==> config.mk <==
export PLATFORM = sky130hd
export DESIGN_NAME = ram_dma
export DESIGN_NICKNAME = d
export VERILOG_FILES = /design/src/rtl/ram_dma_pkg.sv /design/src/rtl/ram_dma_agen.sv /design/src/rtl/ram_dma.sv
export SDC_FILE = /design/constraint.sdc
export NUM_CORES = 1
export LEC_CHECK = 0
export BUFFER_PORTS_ARGS = -buffer_cell sky130_fd_sc_hd__clkbuf_2
export CAP_MARGIN = 20
export CORE_ASPECT_RATIO = 0.75
export CORE_MARGIN = 2
export CORE_UTILIZATION = 55
export DETAILED_ROUTE_END_ITERATION = 6
export GPL_TIMING_DRIVEN = 0
export PLACE_DENSITY = 0.85
export SYNTH_ARGS = -nofsm -noshare
export SYNTH_HDL_FRONTEND = slang
export SYNTH_HIERARCHICAL = 1
export SYNTH_SLANG_ARGS = --single-unit
==> constraint.sdc <==
create_clock -name clk -period 4.45 [get_ports clk]
set_input_delay 1.1125 -clock clk [delete_from_list [all_inputs] [get_ports clk]]
set_output_delay 1.1125 -clock clk [all_outputs]
set_load 0.05 [all_outputs]
==> src/rtl/ram_dma_pkg.sv <==
// ---------------------------------------------------------------------------
// ram_dma_pkg
// Shared definitions for the ram_dma block-transfer engine.
//   state_t   : engine states (IDLE / READ / WRITE / DONE)
//   MODE_COPY : mode input value selecting a memory-to-memory copy
//   MODE_FILL : mode input value selecting a constant fill
// ---------------------------------------------------------------------------
package ram_dma_pkg;

   typedef enum logic [1:0] {
      IDLE  = 2'd0,
      READ  = 2'd1,
      WRITE = 2'd2,
      DONE  = 2'd3
   } state_t;

   localparam logic MODE_COPY = 1'b0;
   localparam logic MODE_FILL = 1'b1;

endpackage

==> src/rtl/ram_dma_agen.sv <==
// ---------------------------------------------------------------------------
// ram_dma_agen
// Address generator for ram_dma: source pointer, destination pointer and
// remaining-word counter. Loaded at transfer start, stepped once per write.
// Pointers wrap naturally modulo 2^addr_width.
//
// Ports
//   clk, rst_n  : clock, asynchronous active-low reset
//   load        : capture src/dst/count as the new transfer parameters
//   step        : advance both pointers and decrement the remaining count
//   src, dst    : base addresses presented at load
//   count       : number of words presented at load
//   src_ptr     : current read address
//   dst_ptr     : current write address
//   last        : remaining == 1 (the word being written is the final one)
// ---------------------------------------------------------------------------
module ram_dma_agen
   import ram_dma_pkg::*;
#(
   parameter int addr_width = 16
) (
   input  logic                  clk,
   input  logic                  rst_n,
   input  logic                  load,
   input  logic                  step,
   input  logic [addr_width-1:0] src,
   input  logic [addr_width-1:0] dst,
   input  logic [addr_width-1:0] count,
   output logic [addr_width-1:0] src_ptr,
   output logic [addr_width-1:0] dst_ptr,
   output logic                  last
);

   localparam logic [addr_width-1:0] ptr_one = addr_width'(1);

   logic [addr_width-1:0] remaining;

   // NOTE: sequential state uses non-blocking (<=) so every register samples
   // pre-edge values; blocking here would create order-dependent races.
   always_ff @(posedge clk or negedge rst_n) begin
      if (!rst_n) begin
         src_ptr   <= '0;
         dst_ptr   <= '0;
         remaining <= '0;
      end else if (load) begin
         src_ptr   <= src;
         dst_ptr   <= dst;
         remaining <= count;
      end else if (step) begin
         src_ptr   <= src_ptr + ptr_one;
         dst_ptr   <= dst_ptr + ptr_one;
         remaining <= remaining - ptr_one;
      end
   end

   assign last = (remaining == ptr_one);

endmodule

==> src/rtl/ram_dma.sv <==
// ---------------------------------------------------------------------------
// ram_dma
// Single-channel block-transfer engine driving one RAM port. Performs forward
// memory-to-memory copies (2 cycles/word) and, when the RAM_DMA_FILL_EN macro
// is defined, constant fills (1 cycle/word). Without RAM_DMA_FILL_EN the mode
// and fill_val inputs are ignored and every transfer is a copy.
//
// Ports
//   clk, rst_n       : clock, asynchronous active-low reset
//   start            : begin a transfer (sampled only in IDLE)
//   mode             : 0 = copy, 1 = fill (latched at start)
//   src, dst, count  : source base, destination base, word count (latched)
//   fill_val         : fill pattern (latched at start)
//   abort            : finish the current word, then stop
//   busy             : transfer in progress (READ/WRITE states)
//   done             : one-cycle completion pulse
//   ram_cs/oe/wr     : RAM control lines
//   ram_addr, ram_din: RAM address and write data
//   ram_q            : RAM read data (valid at the posedge ending a READ)
// ---------------------------------------------------------------------------
module ram_dma
   import ram_dma_pkg::*;
#(
   parameter int addr_width = 16,
   parameter int data_width = 8
) (
   input  logic                  clk,
   input  logic                  rst_n,
   input  logic                  start,
   input  logic                  mode,
   input  logic [addr_width-1:0] src,
   input  logic [addr_width-1:0] dst,
   input  logic [addr_width-1:0] count,
   input  logic [data_width-1:0] fill_val,
   input  logic                  abort,
   output logic                  busy,
   output logic                  done,
   output logic                  ram_cs,
   output logic                  ram_oe,
   output logic                  ram_wr,
   output logic [addr_width-1:0] ram_addr,
   output logic [data_width-1:0] ram_din,
   input  logic [data_width-1:0] ram_q
);

   state_t                state;
   state_t                next_state;
   logic                  load;
   logic                  step;
   logic                  last;
   logic                  start_fill;
   logic                  fill_sel;
   logic                  abort_pending;
   logic [addr_width-1:0] src_ptr;
   logic [addr_width-1:0] dst_ptr;
   logic [data_width-1:0] data_reg;
   logic [data_width-1:0] wdata;

   assign load = (state == IDLE) && start;
   assign step = (state == WRITE);

   ram_dma_agen #(
      .addr_width (addr_width)
   ) u_agen (
      .clk     (clk),
      .rst_n   (rst_n),
      .load    (load),
      .step    (step),
      .src     (src),
      .dst     (dst),
      .count   (count),
      .src_ptr (src_ptr),
      .dst_ptr (dst_ptr),
      .last    (last)
   );

`ifdef RAM_DMA_FILL_EN
   logic                  mode_reg;
   logic [data_width-1:0] fill_reg;

   always_ff @(posedge clk or negedge rst_n) begin
      if (!rst_n) begin
         mode_reg <= MODE_COPY;
         fill_reg <= '0;
      end else if (load) begin
         mode_reg <= mode;
         fill_reg <= fill_val;
      end
   end

   assign start_fill = (mode == MODE_FILL);
   assign fill_sel   = (mode_reg == MODE_FILL);
   assign wdata      = fill_sel ? fill_reg : data_reg;
`else
   // Fill path is compiled out; fold the dead inputs into one sink.
   logic unused_cfg;
   assign unused_cfg = ^{mode, fill_val};
   assign start_fill = 1'b0;
   assign fill_sel   = 1'b0;
   assign wdata      = data_reg;
`endif

   // Word read in READ is valid at the posedge that ends the READ cycle.
   always_ff @(posedge clk or negedge rst_n) begin
      if (!rst_n) begin
         data_reg <= '0;
      end else if (state == READ) begin
         data_reg <= ram_q;
      end
   end

   // An abort seen during READ must still let the paired WRITE complete,
   // so it is remembered until the WRITE decides the next state.
   always_ff @(posedge clk or negedge rst_n) begin
      if (!rst_n) begin
         abort_pending <= 1'b0;
      end else if (load || state == DONE) begin
         abort_pending <= 1'b0;
      end else if (state == READ && abort) begin
         abort_pending <= 1'b1;
      end
   end

   // State register
   always_ff @(posedge clk or negedge rst_n) begin
      if (!rst_n) begin
         state <= IDLE;
      end else begin
         state <= next_state;
      end
   end

   // Next-state logic
   // NOTE: every always_comb output gets a default first so no path leaves it
   // unassigned, which would otherwise infer a latch.
   always_comb begin
      next_state = state;
      unique case (state)
         IDLE: begin
            if (start) begin
               if (count == '0) begin
                  next_state = DONE;
               end else if (start_fill) begin
                  next_state = WRITE;
               end else begin
                  next_state = READ;
               end
            end
         end
         READ: begin
            next_state = WRITE;
         end
         WRITE: begin
            if (last || abort || abort_pending) begin
               next_state = DONE;
            end else if (fill_sel) begin
               next_state = WRITE;
            end else begin
               next_state = READ;
            end
         end
         DONE: begin
            next_state = IDLE;
         end
         default: begin
            next_state = IDLE;
         end
      endcase
   end

   // Output decode: purely from the state register, so an asynchronous reset
   // drops the RAM controls immediately.
   always_comb begin
      busy     = 1'b0;
      done     = 1'b0;
      ram_cs   = 1'b0;
      ram_oe   = 1'b0;
      ram_wr   = 1'b0;
      ram_addr = '0;
      ram_din  = '0;
      unique case (state)
         READ: begin
            busy     = 1'b1;
            ram_cs   = 1'b1;
            ram_oe   = 1'b1;
            ram_addr = src_ptr;
         end
         WRITE: begin
            busy     = 1'b1;
            ram_cs   = 1'b1;
            ram_wr   = 1'b1;
            ram_addr = dst_ptr;
            ram_din  = wdata;
         end
         DONE: begin
            done = 1'b1;
         end
         default: begin
         end
      endcase
   end

endmodule

# Word level (Yosys, flattened, before mapping)
# Index checks and enable logic that the tools add are counted.
word_totals:
  regBits: 59
  inputBits: 69
  output_inout_bits: 29
  word_cells: 42
op_classes:
  addsub: 3
  eq_ne: 5
  n_mux: 18
  n_reduce_logical: 10
ops:
  columns: ["op", "n"]
  rows:
  - ["two-way mux 16 bit", 6]
  - ["adder 16 x 1 -> 16 bit (second input constant)", 2]
  - ["case mux 16 bit (2 select lines)", 1]
  - ["== test 16 x 1 -> 1 bit (second input constant)", 1]
  - ["logical NOT 16 bit", 1]
  - ["subtractor 16 x 1 -> 16 bit (second input constant)", 1]
  - ["two-way mux 8 bit", 1]
  - ["case mux 2 bit (4 select lines)", 1]
  - ["two-way mux 1 bit", 6]
  - ["two-way mux 2 bit", 3]
  - ["== test 2 bit (second input constant)", 2]
  - ["nonzero test 2 bit", 2]
  - ["logical OR 1 bit", 3]
  - ["== test 2 x 1 -> 1 bit (second input constant)", 1]
  - ["logical AND 1 bit", 2]
  - ["logical NOT 2 bit", 1]
  - ["!= test 2 bit (second input constant)", 1]
  - ["OR reduction 2 bit", 1]

# Longest topological paths before layout
# Gate-level depths: netlist (run 1).
depth:
  depth_word: 5
  ltp_mapped: 8
  depth_no_buf: 7

# By module
# Netlist (run 1), hierarchy kept.
by_module_without_submodules:
  columns: ["module", "instances", "cells_each", "area_each_um2", "seq_area_each_um2"]
  rows:
  - ["ram_dma_agen", 1, 298, 2677.6, 1201.2]
  - ["ram_dma", 1, 90, 852.1, 275.3]

# Worst setup path after synthesis (run 1)
# OpenSTA, ideal clock, no wires.
synth_path:
  path_kind: "register to output"
  start: "register state[0]"
  end: "output port ram_addr[8]"
  arrival_time_ns: 2.332
  t_required_ns: 3.338
  slack_ns: 1.006
  stages_incl_launch_ff: 7
  path_buffers: 2
  cell_sequence: "dfrtp_1 > inv_1 > ha_1 > clkbuf_1 > clkbuf_1 > a22oi_1 > nor2b_1"
synth_via:
  elab_chain_len: 2
  word_cells_on_any_way: 3
  classes_between: "2 x eq/ne; 1 x mux"
synth_lines:
  columns: ["element", "line_no", "source"]
  rows:
  - ["start, declared", "ram_dma.sv:46", "state_t state;"]
  - ["start signal, assigned", "ram_dma.sv:129", "state <= next_state;"]
  - ["== test 2 bit or == test 2 x 1 -> 1 bit (tied branches)", "ram_dma.sv:181", "unique case (state)"]
  - ["case mux 16 bit (2 select lines) *", "ram_dma.sv:181", null]
  - ["end, declared", "ram_dma.sv:41", "output logic [addr_width-1:0] ram_addr,"]
# Mark *: on every way between the ends. The rest lies on a longest branch, timed or not.

# Worst setup path after layout (run 1)
# Same ends and word-level chain as after synthesis.

==> results of run 1 <==
[synthesized netlist by cell type (all sizes together), types with 3 or more instances]
library cell   n
nor2b         18
clkbuf        15
nand3         16
inv            9
a31oi          5
or4            3
nor4          10
and3           3
a221o          4
dfrtp         59
and4           4
xnor2         17
nor3          12
o21ai         42
nand4         15
ha             9
nor2          15
or3            3
and2          10
a22oi         16
xor2          19
mux2           8
buf            9
nand2         51
[power by group through the flow]
stage                     combinational (mW)  clock, mW  sequential [mW]
after floorplan                         1.20          0             1.04
after global placement                  1.48          0             1.10
after detailed placement                1.53          0             1.12
after CTS                               1.54      0.549             1.12
after global routing                    1.69      0.577             1.17
final                                   1.54      0.542             1.13
[cells by family (layout without fill, tap and decap cells)]
logic type,Yosys count,count (layout),synth area share
simple gates,168,168,0.264
fa+ha+maj,9,9,0.0319
buf+inv,33,136,0.0393
compound gates,73,73,0.126
xor+xnor,36,36,0.0893
flops,59,59,0.418
mux,10,10,0.0312
[worst max-delay path: stages (launching register included)]
cell and delay [ns]:
dfrtp_1 0.41, inv_1 0.14, ha_1 0.27, clkbuf_1 0.32, clkbuf_1 0.37, a22oi_1 0.17, nor2b_1 0.17, clkbuf_2 0.30
[worst max path at each step]
| stage | from | end | slack (ns) | depth (start not counted) |
|---|---|---|---|---|
| floorplan | state[0] | ram_addr[8] | 1.01 | 6 |
| global placement | state[0] | ram_addr[8] | 1.26 | 7 |
| detailed placement | state[0] | ram_addr[8] | 1.22 | 7 |
| CTS | state[0] | ram_addr[8] | 0.85 | 7 |
| global route | state[0] | ram_addr[8] | 0.62 | 7 |
| finish | state[0] | ram_addr[8] | 0.85 | 7 |
[layout make-up]
class | count | area [um2]
Buffer | 24 | 105
Clock buffer | 10 | 138
Clock inverter | 5 | 77.6
Fill cell | 507 | 1970
Inverter | 9 | 33.8
Multi-Input combinational cell | 296 | 1910
Sequential cell | 59 | 1480
Tap cell | 81 | 101
Timing Repair Buffer | 88 | 443
[metal layers]
layer	up-vias	track usage	part of all wire	routed length, um
met5	-	0	0	0
met4	0	0.0689	0.0080	74
met3	11	0.0892	0.075	688
met2	141	0.434	0.46	4230
met1	1622	0.408	0.46	4230
li1	1581	-	-	-
[per-stage QoR]
step / util / power, mW / setup WS, ns
5_1_grt: 0.686 / 3.43 / 0.621
3_5_place_dp: 0.651 / 2.65 / 1.22
2_1_floorplan: - / 2.23 / 1.01
3_3_place_gp: 0.651 / 2.58 / 1.26
4_1_cts: 0.686 / 3.20 / 0.849
6_report: 0.686 / 3.21 / 0.846
==> results by group, run 1 <==
STA
  • Final max-slew violation count: 0
  • Final Hold Fails: 0
  • Fin crit period: 3.60 ns
  • Setup Total Neg Slack: 0 ns
  • RSZ-0062 raised after global routing: false
  • Clk_skew: a little under 0.009 ns
  • Setup violators final: 0
  • Max-slew headroom: 0.450
  • Slew @ Worst Pin: between 0.8 and 0.9 ns
  • Crit share post-route: 0.810
  • Smallest hold slack: 0.505 ns
  • Max Clk Rate: about 280 MHz

Pwr
  • Pint: 1.68 mW
  • Worst IR Drop VDD: 0.000450 V
  • Switching Share: 0.478
  • Sequential power share: 0.350
  • Clock share of power: 0.169
  • P_leak: 1.82 nW
  • P per Cell Area: 749 mW/mm2
  • Reported net switching power: between 1.5 and 2 mW
  • Combinational share of power: 0.481

CTS
  • Worst skew pair latency: ~0.34 ns
  • CTS root buffer: clkbuf_8
  • Hold buffer count at cts: 0
  • CTS tree: done
  • Clk pin slew, worst setup/hold paths: 0.07 ns
  • Clk sinks: 59
  • # resized after CTS: 0
  • Cts bufs inserted: 9
  • Setup bufs post-CTS: 0
  • H-tree depth: 3
  • Max Root-Sink Buffers: 2

Floorplanning
  • IO Pins: 98
  • Die width: 96.5 um
  • Core area: 0.00626 mm2
  • Die Height: 73.4 um
  • Initial Util: 0.564
  • Die area: 0.00708 mm2
  • Rows: 25

Logic synthesis
  • Mapped Area: ~0.0035 mm2
  • Post-synthesis cell count: between 300 and 400
  • #FFs+latches synth: 59
  • Post-synth top area share: 0.418
  • Ys async rst share: 1.00
  • YS warnings: 6
  • Area contributors post-synth: dfrtp_1, o21ai_0, nand2_1
  • Mapped Avg Cell Area: roughly 9.1 um2
  • Register area share after synthesis: 0.418
  • EDFF count, synth: 0
  • Syn nets: 466
  • Main synth FF type: dfrtp_1
  • Yosys cell types: 44
  • Leading area contributor after synthesis: dfrtp_1

Drt
  • WL final: 9230 um
  • Vias: approximately 3400
  • Pre-antenna DRT Iters: 5
  • DRT antenna net count: 0
  • # DRC: 0
  • Iter 0 DRT Violations: 336
  • Wire length per cell: 16.1 um
  • Vias per cell: between 5 and 6

Critical path
  • Reg2reg end: u_agen/src_ptr[7]
  • Crit start category: flop
  • Reg2reg setup slack: a little under 2 ns
  • Data arrival, critical path: 2.49 ns
  • R2R Path Start: state[1]
  • CP Class: reg -> out
  • FF-to-FF path depth: 8
  • Endpoint type of the worst setup path: output port
  • CP required: 3.34 ns
  • Crit Path Max Fanout: 10

Placed design
  • Final HPWL DP: 6660 um
  • # placed instances: ~560
  • GP Congestion: 0.839
  • Placed Instance Area: 0.00407 mm2
  • PortBufs: slightly below 90

Finish
  • Most frequent cells in the layout: clkbuf_2, dfrtp_1, nand2_1
  • Top Registers: u_agen/dst_ptr x16, u_agen/remaining x16, u_agen/src_ptr x16
  • Commonest non-fill, non-tap cell in the layout: clkbuf_2
  • Cell Count, Final, Fillers Out: 572
  • # diodes: 0
  • Final #Nets: 565
  • Fin area: 0.00429 mm2
  • Area Overhead vs Synth: 21.5%
  • Layout cells sized above 1: 0.261

GRT
  • Largest net degree at the start of global routing: 60
  • Initial antenna violation count: 0
  • Global-route wire length before repair: around 15000 um
  • Total grt overflow: 0
  • Number of global-route vias before repair: 3190
  • GR Util All Layers: 0.288

Job
  • Maximum capacitance violations: 0

Hold path
  • Hold endpoint: data_reg[1]
  • Hold wc startpoint: data_reg[1]
  • HP Class: reg -> reg
  • Worst Hold Path Cells: 1

Status
  • Status: finished clean
Power figures use the tool's default switching activity.
==> inputs of run 2 (changes only) <==
--- a/config.mk
+++ b/config.mk
@@ -9,10 +9,10 @@
 export CAP_MARGIN = 20
 export CORE_ASPECT_RATIO = 0.75
 export CORE_MARGIN = 2
-export CORE_UTILIZATION = 55
+export CORE_UTILIZATION = 48
 export DETAILED_ROUTE_END_ITERATION = 6
 export GPL_TIMING_DRIVEN = 0
-export PLACE_DENSITY = 0.85
+export PLACE_DENSITY = 0.79
 export SYNTH_ARGS = -nofsm -noshare
 export SYNTH_HDL_FRONTEND = slang
 export SYNTH_HIERARCHICAL = 1
==> constraint.sdc (replaced) <==
create_clock -name clk -period 3.1 [get_ports clk]
set_input_delay 0.775 -clock clk [delete_from_list [all_inputs] [get_ports clk]]
set_output_delay 0.775 -clock clk [all_outputs]
set_load 0.05 [all_outputs]
==> results by group, run 2 (synthesized netlist as in run 1, its figures left out) <==
Drt
  • WL final: 9360 um (+1.4%)
  • DRT antenna net count: 0 (unchanged)
  • Iter 0 DRT Violations: 202 (-40%)
  • # DRC: 0 (unchanged)
  • Wire length per cell: 15.8 um (-2.2%)
  • Pre-antenna DRT Iters: 5 (unchanged)
  • Vias: 3302 (-1.6%)
  • Vias per cell: 5.57 (-5.1%)

CTS
  • Hold buffer count at cts: 0 (unchanged)
  • Max Root-Sink Buffers: 2 (unchanged)
  • Worst skew pair latency: 0.35 ns (about the same)
  • Cts bufs inserted: 9 (unchanged)
  • Clk pin slew, worst setup/hold paths: 0.07 ns (about the same)
  • H-tree depth: 3 (unchanged)
  • CTS root buffer: clkbuf_8
  • CTS tree: done
  • Clk sinks: 59 (unchanged)
  • Setup bufs post-CTS: 0 (unchanged)

Critical path
  • Crit path top cell by count: clkbuf_2
  • Reg2reg end: u_agen/src_ptr[6]
  • Reg2reg setup slack: 0.72 ns (-1.23 ns)
  • Crit start category: flop
  • FF-to-FF path depth: 8 (unchanged)
  • Critical path cell sequence: inv_1 -> ha_2 -> clkbuf_2 -> clkbuf_4 -> a22oi_1 -> nor2b_1 -> clkbuf_2
  • Endpoint type of the worst setup path: output port
  • R2R Path Start: state[0]
  • CP max stage delay: 0.40 ns (about the same)
  • Data arrival, critical path: 2.14 ns (-0.35 ns)
  • Crit Path Max Fanout: 10 (unchanged)
  • Slowest CP cell: dfrtp_1
  • CP Class: reg -> out
  • CP required: 2.32 ns (-1.02 ns)

STA
  • Slew @ Worst Pin: 0.818 ns (-0.00750 ns)
  • Setup Total Neg Slack: 0 ns (unchanged)
  • Setup violators final: 0 (unchanged)
  • Fin crit period: 2.92 ns
  • Max Clk Rate: approximately 340 MHz
  • Clk_skew: 0.00583 ns (-0.00310 ns)
  • Max-slew headroom: 0.455 (+0.00500)
  • Final max-slew violation count: 0 (unchanged)
  • Crit share post-route: 0.942
  • Final Hold Fails: 0 (unchanged)
  • RSZ-0062 raised after global routing: false

Floorplanning
  • Die Height: 78.3 um (+6.7%)
  • Core area: 0.00723 mm2 (+16%)
  • Initial Util: 0.488 (-0.0760)
  • Die width: 103 um (+6.8%)
  • Die area: 0.00806 mm2 (+14%)
  • Rows: 27 (+8.0%)
  • IO Pins: 98 (unchanged)

Finish
  • Top Registers: u_agen/dst_ptr x16, u_agen/remaining x16, u_agen/src_ptr x16
  • Layout cells sized above 1: 0.272 (+0.0117)
  • Layout filler cell count: 653 (+29%)
  • # diodes: 0 (unchanged)
  • Commonest non-fill, non-tap cell in the layout: clkbuf_2
  • Most frequent cells in the layout: clkbuf_2, dfrtp_1, nand2_1
  • Final #Nets: 565 (unchanged)
  • Multi-input gate area: 0.00192 mm2 (+0.26%)
  • Fin area: 0.00431 mm2 (+0.44%)
  • Area Overhead vs Synth: 22.0%
  • FF/Latch Area: 0.00148 mm2 (unchanged)

Pwr
  • P_leak: 1.82 nW (+0.22%)
  • Worst IR Drop VDD: 0.000650 V (+44%)
  • P per Cell Area: 1060 mW/mm2 (+41%)

GRT
  • Global-route wire length before repair: 15200 um (-1.5%)
  • GR Util All Layers: 0.246 (-0.0417)
  • Total grt overflow: 0 (unchanged)
  • Largest net degree at the start of global routing: 60 (unchanged)
  • Initial antenna violation count: 0 (unchanged)
  • Number of global-route vias before repair: 3107 (-2.6%)

Placed design
  • Final HPWL DP: 6890 um (+3.6%)
  • GP Congestion: 0.878 (+4.7%)
  • PortBufs: 88 (unchanged)
  • Placed Instance Area: 0.00410 mm2 (+0.68%)

Hold path
  • Worst Hold Path Cells: 1 (unchanged)
  • Hold wc startpoint: data_reg[7]
  • HP Class: reg -> reg
  • Hold endpoint: data_reg[7]

Job
  • Maximum capacitance violations: 0 (unchanged)

Status
  • Status: finished clean
==> run 2: changes by cell type in the layout (fill, tap and decap cells not counted), sizes merged <==
cell / previous run / this run
bufinv: 2 / 1
clkinv: 2 / 3
clkbuf: 113 / 114
==> run 2: per-stage QoR <==
| stage | hold slack (ns) | total power, mW | util | cells | setup slack, ns |
|---|---|---|---|---|---|
| 3_3_place_gp | 0.482 | 3.72 | 0.567 | 577 | 0.231 |
| 4_1_cts | 0.505 | 4.54 | 0.594 | 593 | 0.0654 |
| 5_1_grt | 0.518 | 4.87 | 0.596 | 593 | 0.00186 |
| 6_report | 0.505 | 4.55 | 0.596 | 593 | 0.180 |
| 2_1_floorplan | 0.473 | 3.21 | - | 388 | 0.0152 |
| 3_5_place_dp | 0.489 | 3.81 | 0.567 | 577 | 0.178 |
==> run 2: metal layers <==
layer / GRT usage / routed length (um) / vias up
met1: 0.350 / 4400 / 1590
met4: 0.0447 / 83 / 0
li1: - / - / 1587
met2: 0.373 / 4190 / 116
met5: 0 / 0 / -
met3: 0.0775 / 684 / 9
==> run 2: repair_timing <==
item | 4_1_cts | 5_1_grt
gates cloned | 0 | 0
gates resized for setup | 2 | 9
endpoints found under the setup margin | 18 | 11
==> run 2: critical path: cells and delay by family, from the launching register on <==
| kind | cells | cell delay (ns) |
|---|---|---|
| simple gates | 1 | 0.16 |
| flops | 1 | 0.40 |
| compound gates | 1 | 0.10 |
| fa+ha+maj | 1 | 0.24 |
| buf+inv | 4 | 0.89 |
==> run 2: worst max path at each step <==
stage	from	to	slack, ns
finish	state[0]	ram_addr[9]	0.18
global route	state[0]	ram_addr[8]	0.002
CTS	state[1]	ram_addr[10]	0.07
detailed placement	state[0]	ram_addr[8]	0.18
global placement	state[0]	ram_addr[8]	0.23
floorplan	state[1]	ram_addr[10]	0.02
==> run 2: layout make-up <==
cell class,count,share of cell area
well taps,101,0.0293
clock inverters,5,0.0122
plain buffers,24,0.0261
flip-flops and latches,59,0.343
multi-input cells,296,0.446
inverters,9,0.00784
clock buffers,11,0.0328
repair buffers,88,0.103
==> run 2: power by group <==
part	internal, mW	switching (mW)	total, mW
registers	1.15	0.466	1.62
clock network	0.389	0.316	0.705
logic	0.802	1.43	2.23
total	2.34	2.21	4.55
==> inputs of run 3 (changes only) <==
--- a/config.mk
+++ b/config.mk
@@ -11,7 +11,6 @@
 export CORE_MARGIN = 2
 export CORE_UTILIZATION = 48
 export DETAILED_ROUTE_END_ITERATION = 6
-export GPL_TIMING_DRIVEN = 0
 export PLACE_DENSITY = 0.79
 export SYNTH_ARGS = -nofsm -noshare
 export SYNTH_HDL_FRONTEND = slang
==> results by group, run 3 (synthesized netlist as in run 1, its figures left out) <==
Drt
  • Iter 0 DRT Violations: 205 (+1.5%)
  • Vias: 3173 (-3.9%)
  • DRT antenna net count: 0 (unchanged)
  • WL final: 8730 um (-6.7%)
  • Vias per cell: 5.52 (-0.90%)
  • Wire length per cell: 15.2 um (-3.8%)
  • # DRC: 0 (unchanged)
  • Pre-antenna DRT Iters: 5 (unchanged)

CTS
  • Cts bufs inserted: 9 (unchanged)
  • CTS root buffer: clkbuf_8
  • Clk pin slew, worst setup/hold paths: 0.08 ns (about the same)
  • Setup bufs post-CTS: 0 (unchanged)
  • Clk sinks: 59 (unchanged)
  • Worst skew pair latency: 0.34 ns (about the same)
  • Hold buffer count at cts: 0 (unchanged)
  • # resized after CTS: 0 (-2)
  • CTS tree: done
  • H-tree depth: 3 (unchanged)
  • Max Root-Sink Buffers: 2 (unchanged)

Floorplanning
  • Die area: 0.00806 mm2 (unchanged)
  • Die Height: 78.3 um (unchanged)
  • Core area: 0.00723 mm2 (unchanged)
  • Initial Util: 0.488 (unchanged)
  • Die width: 103 um (unchanged)
  • Rows: 27 (unchanged)
  • IO Pins: 98 (unchanged)

GRT
  • Largest net degree at the start of global routing: 71 (+18%)
  • Total grt overflow: 0 (unchanged)
  • GR Util All Layers: 0.228 (-0.0178)
  • Initial antenna violation count: 0 (unchanged)
  • Global-route wire length before repair: 14300 um (-6.5%)
  • Number of global-route vias before repair: 2941 (-5.3%)

Critical path
  • Reg2reg end: u_agen/dst_ptr[15]
  • Endpoint type of the worst setup path: output port
  • CP Class: reg -> out
  • Reg2reg setup slack: 0.73 ns (about the same)
  • Data arrival, critical path: 1.99 ns (-0.15 ns)
  • CP required: 2.32 ns (about the same)
  • Critical path destination: ram_addr[8]
  • Critical Path Start: state[0]
  • R2R Path Start: state[0]
  • CP max stage delay: 0.62 ns (+0.22 ns)
  • FF-to-FF path depth: 7 (-1)
  • Crit start category: flop
  • Critical path cell sequence: inv_1 -> ha_1 -> nor2b_2 -> clkbuf_2
  • Crit Path Max Fanout: 18 (+8)
  • Slowest CP cell: ha_1

STA
  • Slew @ Worst Pin: 0.747 ns (-0.0715 ns)
  • Max Clk Rate: 362 MHz (+5.8%)
  • RSZ-0062 raised after global routing: false
  • Final Hold Fails: 0 (unchanged)
  • Smallest hold slack: 0.505 ns (-0.0000880 ns)
  • Fin crit period: 2.76 ns (-0.159 ns)
  • Final max-slew violation count: 0 (unchanged)
  • Setup Total Neg Slack: 0 ns (unchanged)
  • Crit share post-route: 0.891 (-0.0513)
  • Max-slew headroom: 0.502 (+0.0476)
  • Clk_skew: 0.0120 ns (+0.00613 ns)
  • Setup violators final: 0 (unchanged)

Finish
  • Most frequent cells in the layout: clkbuf_2, dfrtp_1, nand2_1
  • Commonest non-fill, non-tap cell in the layout: clkbuf_2
  • Cell Count, Final, Fillers Out: 575 (-3.0%)
  • Final #Nets: 547 (-3.2%)
  • # diodes: 0 (unchanged)
  • Area Overhead vs Synth: 27.3%
  • Top Registers: u_agen/dst_ptr x16, u_agen/remaining x16, u_agen/src_ptr x16
  • Layout cells sized above 1: 0.272 (about the same)

Placed design
  • Final HPWL DP: 6120 um (-11%)
  • PortBufs: 88 (unchanged)
  • # placed instances: 559 (-3.1%)
  • GP Congestion: 0.878 (about the same)

Hold path
  • HP Class: reg -> reg
  • Worst Hold Path Cells: 1 (unchanged)

Job
  • Maximum capacitance violations: 0 (unchanged)

Pwr
  • P_leak: 1.84 nW (+0.82%)
  • P per Cell Area: 1070 mW/mm2 (+0.77%)
  • Worst IR Drop VDD: 0.000665 V (+2.4%)

Status
  • Status: finished clean
## run 3: routing by layer
metal,share of wire,track usage
met4,0.011,0.0618
met3,0.078,0.0748
met1,0.46,0.323
met2,0.45,0.336
met5,0,0
## run 3: worst min-delay path by stage
stage / startpoint / endpoint / slack [ns]
after floorplan: data_reg[0] / data_reg[0] / 0.47
after global placement: data_reg[3] / data_reg[3] / 0.48
after detailed placement: data_reg[6] / data_reg[6] / 0.49
after CTS: data_reg[6] / data_reg[6] / 0.51
after global routing: data_reg[5] / data_reg[5] / 0.53
final: data_reg[6] / data_reg[6] / 0.50
## run 3: stage by stage
step            util  cell area, um2  power (mW)  setup WS (ns)
2_1_floorplan      -            3530        3.21         0.0152
3_3_place_gp   0.593            4290        3.99          0.716
3_5_place_dp   0.593            4290        4.07          0.685
4_1_cts        0.621            4490        4.80          0.302
5_1_grt        0.621            4490        5.11          0.166
6_report       0.621            4490        4.79          0.339
## run 3: cell type report
type	count	area (um2)
Fill cell	624	2740
Inverter	9	33.8
Clock inverter	6	65.1
Tap cell	101	126
Multi-Input combinational cell	296	1920
Timing Repair Buffer	94	736
Sequential cell	59	1480
Clock buffer	10	138
## run 3: worst max-delay path: cells and delay by family (launching register included)
family,cells,cell delay [ns]
buffers and inverters,2,0.38
adders and majority gates,1,0.62
DFF,1,0.40
and+or+nand+nor,1,0.23
## run 3: report_power, final
| group | switching, mW | internal, mW |
|---|---|---|
| clock | 0.324 | 0.391 |
| sequential | 0.461 | 1.15 |
| combinational | 1.42 | 1.04 |
